`src/rtl/spi_slave_pkg.sv`:
```
// Shared constants for the SPI target: register map, status bits,
// FSM encoding and version word.
package spi_slave_pkg;

  localparam logic [1:0] SPI_SLV_TX      = 2'd0;
  localparam logic [1:0] SPI_SLV_RX      = 2'd1;
  localparam logic [1:0] SPI_SLV_STATUS  = 2'd2;
  localparam logic [1:0] SPI_SLV_VERSION = 2'd3;

  localparam int ST_RX_VALID = 0;
  localparam int ST_TX_EMPTY = 1;
  localparam int ST_OVERRUN  = 2;
  localparam int ST_ABORT    = 3;
  localparam int ST_BUSY     = 4;

  // ASCII "SPS1"
  localparam logic [31:0] SPI_VERSION_STR = 32'h5350_5331;

  typedef enum logic [1:0] {
    IDLE  = 2'd0,
    SHIFT = 2'd1,
    DONE  = 2'd2
  } state_t;

endpackage

```
`src/rtl/spi_slave_sync.sv`:
```
// Two-flop synchroniser plus delay flop for edge detection
// of one asynchronous SPI line.
module spi_slave_sync (
  input  logic clk,
  input  logic rst_int,
  input  logic din,
  output logic dout,
  output logic rise,
  output logic fall
);

  logic meta;
  logic sync;
  logic dly;

  always_ff @(posedge clk or posedge rst_int) begin
    if (rst_int) begin
      meta <= 1'b0;
      sync <= 1'b0;
      dly  <= 1'b0;
    end else begin
      meta <= din;
      sync <= meta;
      dly  <= sync;
    end
  end

  assign dout = sync;
  assign rise = sync & ~dly;
  assign fall = ~sync & dly;

endmodule

```
`src/rtl/spi_slave.sv`:
```
// SPI target, 32-bit LSB-first frames, fully oversampled in clk.
// CPU register bus: TX / RX / STATUS / VERSION.
module spi_slave
  import spi_slave_pkg::*;
#(
  parameter int DATA_W = 32,
  parameter int ADDR_W = 2
) (
  input  logic              clk,
  input  logic              rst_int,
  input  logic [DATA_W-1:0] data_in,
  output logic [DATA_W-1:0] data_out,
  input  logic [ADDR_W-1:0] address,
  input  logic              sel,
  input  logic              read,
  input  logic              write,
  input  logic              sclk,
  input  logic              ss,
  input  logic              mosi,
  output logic              miso,
  output logic              irq
);

  localparam int CNT_W = $clog2(DATA_W) + 1;

  logic sclk_s, sclk_rise, sclk_fall;
  logic ss_s, ss_rise, ss_fall;
  logic mosi_s, mosi_rise, mosi_fall;

  spi_slave_sync u_sclk (
    .clk     (clk),
    .rst_int (rst_int),
    .din     (sclk),
    .dout    (sclk_s),
    .rise    (sclk_rise),
    .fall    (sclk_fall)
  );

  spi_slave_sync u_ss (
    .clk     (clk),
    .rst_int (rst_int),
    .din     (ss),
    .dout    (ss_s),
    .rise    (ss_rise),
    .fall    (ss_fall)
  );

  spi_slave_sync u_mosi (
    .clk     (clk),
    .rst_int (rst_int),
    .din     (mosi),
    .dout    (mosi_s),
    .rise    (mosi_rise),
    .fall    (mosi_fall)
  );

  logic unused_sync;
  assign unused_sync = &{1'b0, sclk_s, ss_s,
                         mosi_rise, mosi_fall};

  state_t            state;
  state_t            state_nx;
  logic [DATA_W-1:0] tx_buf;
  logic [DATA_W-1:0] shift_tx;
  logic [DATA_W-1:0] shift_rx;
  logic [DATA_W-1:0] rx_data;
  logic [DATA_W-1:0] rx_next;
  logic [DATA_W-1:0] status;
  logic [CNT_W-1:0]  bit_cnt;
  logic              tx_empty;
  logic              rx_valid;
  logic              overrun;
  logic              abort;

  logic rd_rx, rd_st, wr_tx;
  logic frame_start, frame_done, frame_abort;
  logic shifting;

  assign rd_rx = sel & read
               & (address == ADDR_W'(SPI_SLV_RX));
  assign rd_st = sel & read
               & (address == ADDR_W'(SPI_SLV_STATUS));
  assign wr_tx = sel & write
               & (address == ADDR_W'(SPI_SLV_TX));

  assign shifting    = (state == SHIFT) & ~ss_rise;
  assign frame_start = (state == IDLE) & ss_fall;
  assign frame_abort = (state == SHIFT) & ss_rise;
  assign frame_done  = shifting & sclk_rise
                     & (bit_cnt == CNT_W'(DATA_W - 1));
  assign rx_next     = {mosi_s, shift_rx[DATA_W-1:1]};

  always_ff @(posedge clk or posedge rst_int) begin
    if (rst_int) state <= IDLE;
    else         state <= state_nx;
  end

  always_comb begin
    state_nx = state;
    unique case (state)
      IDLE:    if (ss_fall) state_nx = SHIFT;
      SHIFT: begin
        if (ss_rise)         state_nx = IDLE;
        else if (frame_done) state_nx = DONE;
      end
      DONE:    if (ss_rise) state_nx = IDLE;
      default: state_nx = IDLE;
    endcase
  end

  always_ff @(posedge clk or posedge rst_int) begin
    if (rst_int) begin
      shift_tx <= '0;
      shift_rx <= '0;
      bit_cnt  <= '0;
    end else if (frame_start) begin
      shift_tx <= tx_empty ? '0 : tx_buf;
      bit_cnt  <= '0;
    end else if (shifting) begin
      if (sclk_rise) begin
        shift_rx <= rx_next;
        bit_cnt  <= bit_cnt + CNT_W'(1);
      end
      if (sclk_fall) shift_tx <= shift_tx >> 1;
    end
  end

  // A TX write coinciding with frame load keeps the new word pending.
  always_ff @(posedge clk or posedge rst_int) begin
    if (rst_int) begin
      tx_buf   <= '0;
      tx_empty <= 1'b1;
    end else if (wr_tx) begin
      tx_buf   <= data_in;
      tx_empty <= 1'b0;
    end else if (frame_start) begin
      tx_empty <= 1'b1;
    end
  end

  always_ff @(posedge clk or posedge rst_int) begin
    if (rst_int) begin
      rx_data  <= '0;
      rx_valid <= 1'b0;
      overrun  <= 1'b0;
      abort    <= 1'b0;
    end else begin
      if (frame_done) rx_data <= rx_next;
      if (frame_done) rx_valid <= 1'b1;
      else if (rd_rx) rx_valid <= 1'b0;
      if (frame_done & rx_valid & ~rd_rx)
        overrun <= 1'b1;
      else if (rd_st)
        overrun <= 1'b0;
      if (frame_abort) abort <= 1'b1;
      else if (rd_st)  abort <= 1'b0;
    end
  end

  always_ff @(posedge clk or posedge rst_int) begin
    if (rst_int) begin
      miso <= 1'b0;
      irq  <= 1'b0;
    end else begin
      miso <= (state == SHIFT) & shift_tx[0];
      irq  <= rx_valid | overrun;
    end
  end

  always_comb begin
    status = '0;
    status[ST_RX_VALID] = rx_valid;
    status[ST_TX_EMPTY] = tx_empty;
    status[ST_OVERRUN]  = overrun;
    status[ST_ABORT]    = abort;
    status[ST_BUSY]     = (state != IDLE);
  end

  always_comb begin
    data_out = '0;
    if (sel & read) begin
      unique case (1'b1)
        address == ADDR_W'(SPI_SLV_RX):
          data_out = rx_data;
        address == ADDR_W'(SPI_SLV_STATUS):
          data_out = status;
        address == ADDR_W'(SPI_SLV_VERSION):
          data_out = DATA_W'(SPI_VERSION_STR);
        default:
          data_out = '0;
      endcase
    end
  end

endmodule
```
`config.mk`:
```
export PLATFORM = sky130hd
export DESIGN_NAME = spi_slave
export DESIGN_NICKNAME = d
export VERILOG_FILES = /design/src/rtl/spi_slave_pkg.sv /design/src/rtl/spi_slave_sync.sv /design/src/rtl/spi_slave.sv
export SDC_FILE = /design/constraint.sdc
export NUM_CORES = 1
export LEC_CHECK = 0
export CAP_MARGIN = 10
export CORE_MARGIN = 2
export CORE_UTILIZATION = 50
export CTS_CLUSTER_SIZE = 28
export DETAILED_ROUTE_END_ITERATION = 10
export GPL_TIMING_DRIVEN = 0
export PLACE_DENSITY = 0.79
export RECOVER_POWER = 25
export SYNTH_ARGS = -nofsm -noshare
export SYNTH_HDL_FRONTEND = slang
export SYNTH_SLANG_ARGS = --single-unit
```
`constraint.sdc`:
```
create_clock -name clk -period 5.7 [get_ports clk]
set_input_delay 0.57 -clock clk [delete_from_list [all_inputs] [get_ports clk]]
set_output_delay 0.57 -clock clk [all_outputs]
set_load 0.01 [all_outputs]
```
### Word level (Yosys, flattened, before mapping)

Cells that the tools add are included.
Widths: inputs -> output; s select.

| cells by class | value |
|---|---|
| bitwise operators | 25 |
| equal/unequal tests | 9 |
| $add $sub $neg | 1 |
| multiplexer cells | 21 |
| reductions and logical operators | 14 |

Operator list:

| operator | count |
|---|---|
| $mux 32 | 5 |
| $pmux 32 s3 | 1 |
| $mux 6 | 3 |
| $and 1x1->1 | 17 |
| $reduce_bool 2->1 | 8 |
| $mux 2 | 4 |
| $mux 1 | 7 |
| $not 1->1 | 7 |
| $add 6x1->6 const B | 1 |
| $eq 2x2->1 const B | 3 |
| $eq 6x5->1 const B | 1 |
| $pmux 2 s3 | 1 |
| $reduce_and 3->1 | 2 |
| $eq 2x1->1 const B | 2 |
| $logic_not 2->1 | 2 |
| $ne 2x2->1 const B | 2 |
| $reduce_and 2->1 | 2 |
| $ne 3x3->1 const B | 1 |
| $or 1x1->1 | 1 |

| word-level totals | value |
|---|---|
| output and inout bits | 34 |
| input port bits | 42 |
| word-level logic and storage cells | 90 |
| register bits after elaboration | 150 |

### Logic depth before layout (Yosys ltp)

| depth | value |
|---|---|
| depth after elaboration | 9 |
| gate-level depth with buffers | 7 |
| depth with buffers taken out | 4 |

### By module

Synthesis repeated with hierarchy kept, for this count alone.

| second synthesis, totals | value |
|---|---|
| cell total of the unflattened synthesis | 558 |
| area total of the unflattened synthesis | 6555.0 um^2 |

Modules (own cells, without submodules):

| module | area an instance (um^2) | instances | cells each | sequential area each (um^2) |
|---|---|---|---|---|
| spi_slave | 6273.5 | 1 | 540 | 3529.6 |
| spi_slave_sync | 93.8 | 3 | 6 | 75.1 |

### Worst setup path after synthesis

No wires, ideal clock.

| timing path | value |
|---|---|
| path type | input to output |
| start | in address[0] |
| end | out data_out[1] |
| path buffers | 2 |
| cell stages on the path | 4 |
| required time | 5130 ps |
| arrival time | 1481 ps |
| path slack | 3649 ps |
| cell sequence | clkbuf_1 nor3b_1 clkbuf_1 a22o_1 |

| on the way | value |
|---|---|
| cells in the longest elaborated chain, start to end | 3 |
| elaborated cells on any way between the ends | 5 |
| classes of those cells | eq/ne (3); mux (2) |

RTL lines:

| item | RTL line | source |
|---|---|---|
| start, declared | spi_slave.sv:13 | `input logic [ADDR_W-1:0] address,` |
| $eq 2x2->1 (tied with other cells) | spi_slave.sv:187 | `address == ADDR_W'(SPI_SLV_VERSION):` |
| $pmux 32 s3 (*) | spi_slave.sv:182 | `unique case (1'b1)` |
| $mux 32 (*) | spi_slave.sv:181 | `if (sel & read) begin` |
| end, declared | spi_slave.sv:12 | `output logic [DATA_W-1:0] data_out,` |

Every way passes the cells marked *; elsewhere a longest branch is shown, timed or not.

### Final worst setup path

| timing path | value |
|---|---|
| start | in sel |
| end | out data_out[2] |

| on the way | value |
|---|---|
| cells in the longest elaborated chain, start to end | 2 |

RTL lines:

| item | RTL line | source |
|---|---|---|
| start, declared | spi_slave.sv:14 | `input logic sel,` |
| $and 1x1->1 | spi_slave.sv:181 |  |
| $mux 32 | spi_slave.sv:181 |  |

Every way passes these cells.

==> flow_metrics.tcl <==
set metrics [dict create \
    detail_route.drc_violations 0 \
    core.rowCount 41 \
    postSynthNetCount 580 \
    syn-instance-count 537 \
    crit_type "input pin to output port" \
    initial_core_util_pct 50.7 \
    cp_slowest_cell "clkdlybuf4s50_1" \
    hold_ws_ns 0.348 \
    die-height_um 116 \
    setup-violations-final 0 \
    critical-path-top-cell-by-count "clkdlybuf4s50_1" \
    tritoncts "yes" \
    slew-limit-headroom_pct -84.4 \
    fmax_mhz 298 \
    yosysWarningCount 0 \
    dpl-instance-area_sq_um 7290 \
    cts.reportedPaths.clkPinSlew_ns 0.06 \
    io_buffer_count 73 \
    clock-root-buffer "clkbuf_16" \
    highest_count_cells_in_the_layout_ignoring_fill_and_taps "148 x dfrtp_1, 107 x nand2_1, 69 x clkdlybuf4s50_1" \
    grt_pass1_wl_mm 20.2 \
    peak_per_stage_delay_on_the_critical_path_ns 0.57 \
    reg2reg_slack_ns 3.67 \
    layout_commonest_cell "dfrtp_1" \
    kind_of_cell_with_the_highest_combined_delay_on_the_critical_path "buffers and inverters" \
    area_growth_syn_to_layout_pct 24.6 \
    startpoint_class "input pin" \
    timing_worst_slew_pin_value_ns 2.75 \
    synth_simple_gate_area_share_pct 12.2 \
    layout_worst_path_cycle_share_pct 58.9 \
    detailedRoute.firstIterationViolations 287 \
    critical_path.cell_chain "clkdlybuf4s50_1, nand2_1, nor3b_1, clkbuf_1, a22o_1, clkdlybuf4s50_1" \
    insertion_delay_ns 0.41 \
    sum_of_overflow_across_all_layers_after_global_routing 0 \
    final_cell_count_no_fill 815 \
    cts_setup_buffers 0 \
    post_synth_fa_ha_maj_area_fraction_pct 0.198 \
    number_of_max_slew_violations_in_the_final_report 63 \
    finalWorstPathRequiredPeriod_ns 3.36 \
    holdPathEnd "u_sclk.dout" \
    htreeDepth 4 \
    die_x_um 116 \
    ys_seq_elements 149 \
    layout-drive-gt1-share_pct 17.0 \
    syn-cell-area_sq_um 6320 \
    rd_place_congestion 0.767 \
    cap_viol_max_count 1 \
    path_buf_inv 3 \
    route.detailed.vias_per_inst 5.09 \
    post_synth.cell_area_avg_sq_um 11.8 \
    cts_made_buffers 17 \
    setup_repair_after_global_routing_missed_its_margin "no" \
    skew_ns 0.00612 \
    fp.coreArea_sq_um 12500 \
    route.final.wire_length_mm 12.2 \
    yosys.area_share.xor_xnor_pct 0 \
    worst_flop_to_flop_path_endpoint "rx_data[9]" \
    finalHoldViolCount 0 \
    leak_pwr_uw 0.00360 \
    detail-route-antenna-nets 0 \
    stdcell_area_sq_um 7870 \
    timing.critical_path.fanout_max 10 \
    cts_hold_buffers 0 \
    synth_top_family_by_area "multiplexers" \
    number_of_placed_cells_counting_well_taps 783 \
    first_global_vias 4213 \
    hp-class "flop to flop" \
    vias 4145 \
    setup-tns-final_ns 0 \
    timing.critical_path.to_type "output port" \
    critPathArrivalTime_ns 2.79 \
    netlist-cell-type-count 39 \
    grt_util_all_layers_pct 19.4 \
    cts_resized 0 \
    drt-wirelength-per-cell_um 14.9 \
    io-pin-count 76 \
    worst_ep_required_time_ns 5.13 \
    first_pass_iters 4 \
    detailedPlacementHpwl_mm 8.16 \
    run_status "finished with violations" \
    min_from "u_sclk.meta" \
    synth_sequential_area_ratio_pct 59.1 \
    r2r_start "state[1]" \
    maximum_vdd_ir_drop_mv 0.246 \
    r2r_cells 7 \
    failed_checks "max-capacitance violations, max-slew violations" \
    cts_sinks 149 \
    antenna_found_initial 0 \
    synth.mux.area_fraction_pct 18.0 \
    maximum_number_of_pins_on_one_net_before_global_route_repair 88 \
    design.final.nets 673 \
    antenna_cells_inserted 0 \
    power_per_cell_area_nw_per_um2 351 \
    die_area_sq_um 13500 \
    synth_compound_gate_area_share_pct 6.79 \
    cts.path.max_buffers 2 \
    worst_hold_path_depth 0 \
]
==> synth_stat cells (all sizes together) <==
| cell type | number | area share (%) |
|---|---|---|
| a21boi | 1 | 0.12 |
| a21oi | 64 | 5.1 |
| a22o | 3 | 0.42 |
| a311o | 1 | 0.16 |
| a31o | 1 | 0.14 |
| and2 | 17 | 1.7 |
| and3 | 2 | 0.28 |
| and4b | 3 | 0.48 |
| buf | 12 | 2.0 |
| clkbuf | 24 | 1.4 |
| dfrtp | 148 | 59 |
| dfstp | 1 | 0.42 |
| ha | 1 | 0.20 |
| inv | 6 | 0.36 |
| mux2 | 63 | 13 |
| mux2i | 32 | 5.1 |
| nand2 | 107 | 6.4 |
| nand2b | 2 | 0.20 |
| nand3 | 5 | 0.40 |
| nand4 | 1 | 0.099 |
| nand4b | 1 | 0.14 |
| nor2 | 22 | 1.3 |
| nor2b | 1 | 0.14 |
| nor3 | 4 | 0.40 |
| nor3b | 3 | 0.36 |
| o21ai | 5 | 0.40 |
| o22ai | 1 | 0.099 |
| o31ai | 1 | 0.12 |
| o32ai | 2 | 0.28 |
| or2 | 1 | 0.099 |
| or4 | 1 | 0.12 |
| or4b | 1 | 0.16 |
==> registers in the layout, indices dropped and copies added (netlist names) <==
| name | count |
|---|---|
| u_sclk.dout | 1 |
| u_mosi.meta | 1 |
| irq | 1 |
| u_ss.meta | 1 |
| state | 2 |
| u_ss.dout | 1 |
| overrun | 1 |
| miso | 1 |
| tx_buf | 32 |
| rx_valid | 1 |
| tx_empty | 1 |
| rx_data | 32 |
| u_ss.dly | 1 |
| shift_tx | 32 |
| u_sclk.dly | 1 |
| u_mosi.dout | 1 |
| bit_cnt | 6 |
| u_sclk.meta | 1 |
| abort | 1 |
| shift_rx | 31 |
==> per-stage QoR <==
stage	power, uW	utilization [%]	setup slack [ns]
finish	2760	63.2	2.34
global route	2890	63.2	2.18
CTS	2780	63.2	2.33
detailed placement	1680	58.5	2.41
global placement	1650	58.3	-0.504
floorplan	1550	-	1.12
==> area by class of cell <==
class,count,area (sq um)
fillers,968,4590
flip-flops and latches,149,3730
multi-input cells,346,2340
repair buffers,74,758
clock buffers,22,454
plain buffers,36,216
well taps,172,215
clock inverters,10,130
inverters,6,23.8
==> cell families (layout without fill, tap and decap cells) <==
logic type / Yosys count / count (layout)
flops: 149 / 149
mux: 95 / 95
buf+inv: 42 / 148
compound gates: 79 / 79
simple gates: 171 / 171
fa+ha+maj: 1 / 1
==> worst max-delay path by stage <==
stage            start           to  slack (ns)  depth (start not counted)
6_report           sel  data_out[2]        2.34                          6
2_1_floorplan  rst_int        abort        1.12                          1
3_5_place_dp       sel  data_out[1]        2.41                          6
4_1_cts            sel  data_out[2]        2.33                          6
5_1_grt            sel  data_out[2]        2.18                          6
3_3_place_gp   rst_int    tx_buf[2]       -0.50                          2
==> routing by layer <==
metal	global-route usage [%]	wire [um]	vias up
met4	6.11	121	0
met3	5.24	431	13
met2	32.8	6190	85
met5	0	0	-
met1	24.6	5430	2035
li1	-	-	2012
==> report_power, final <==
part | switching [uW] | internal, uW | leakage [uW] | total [uW]
combinational | 162 | 168 | 0.00140 | 330
sequential | 100 | 1230 | 0.00192 | 1330
clock | 409 | 696 | 0.000284 | 1100
total | 671 | 2090 | 0.00360 | 2760
Note: power is estimated with default switching activity, not from simulation.
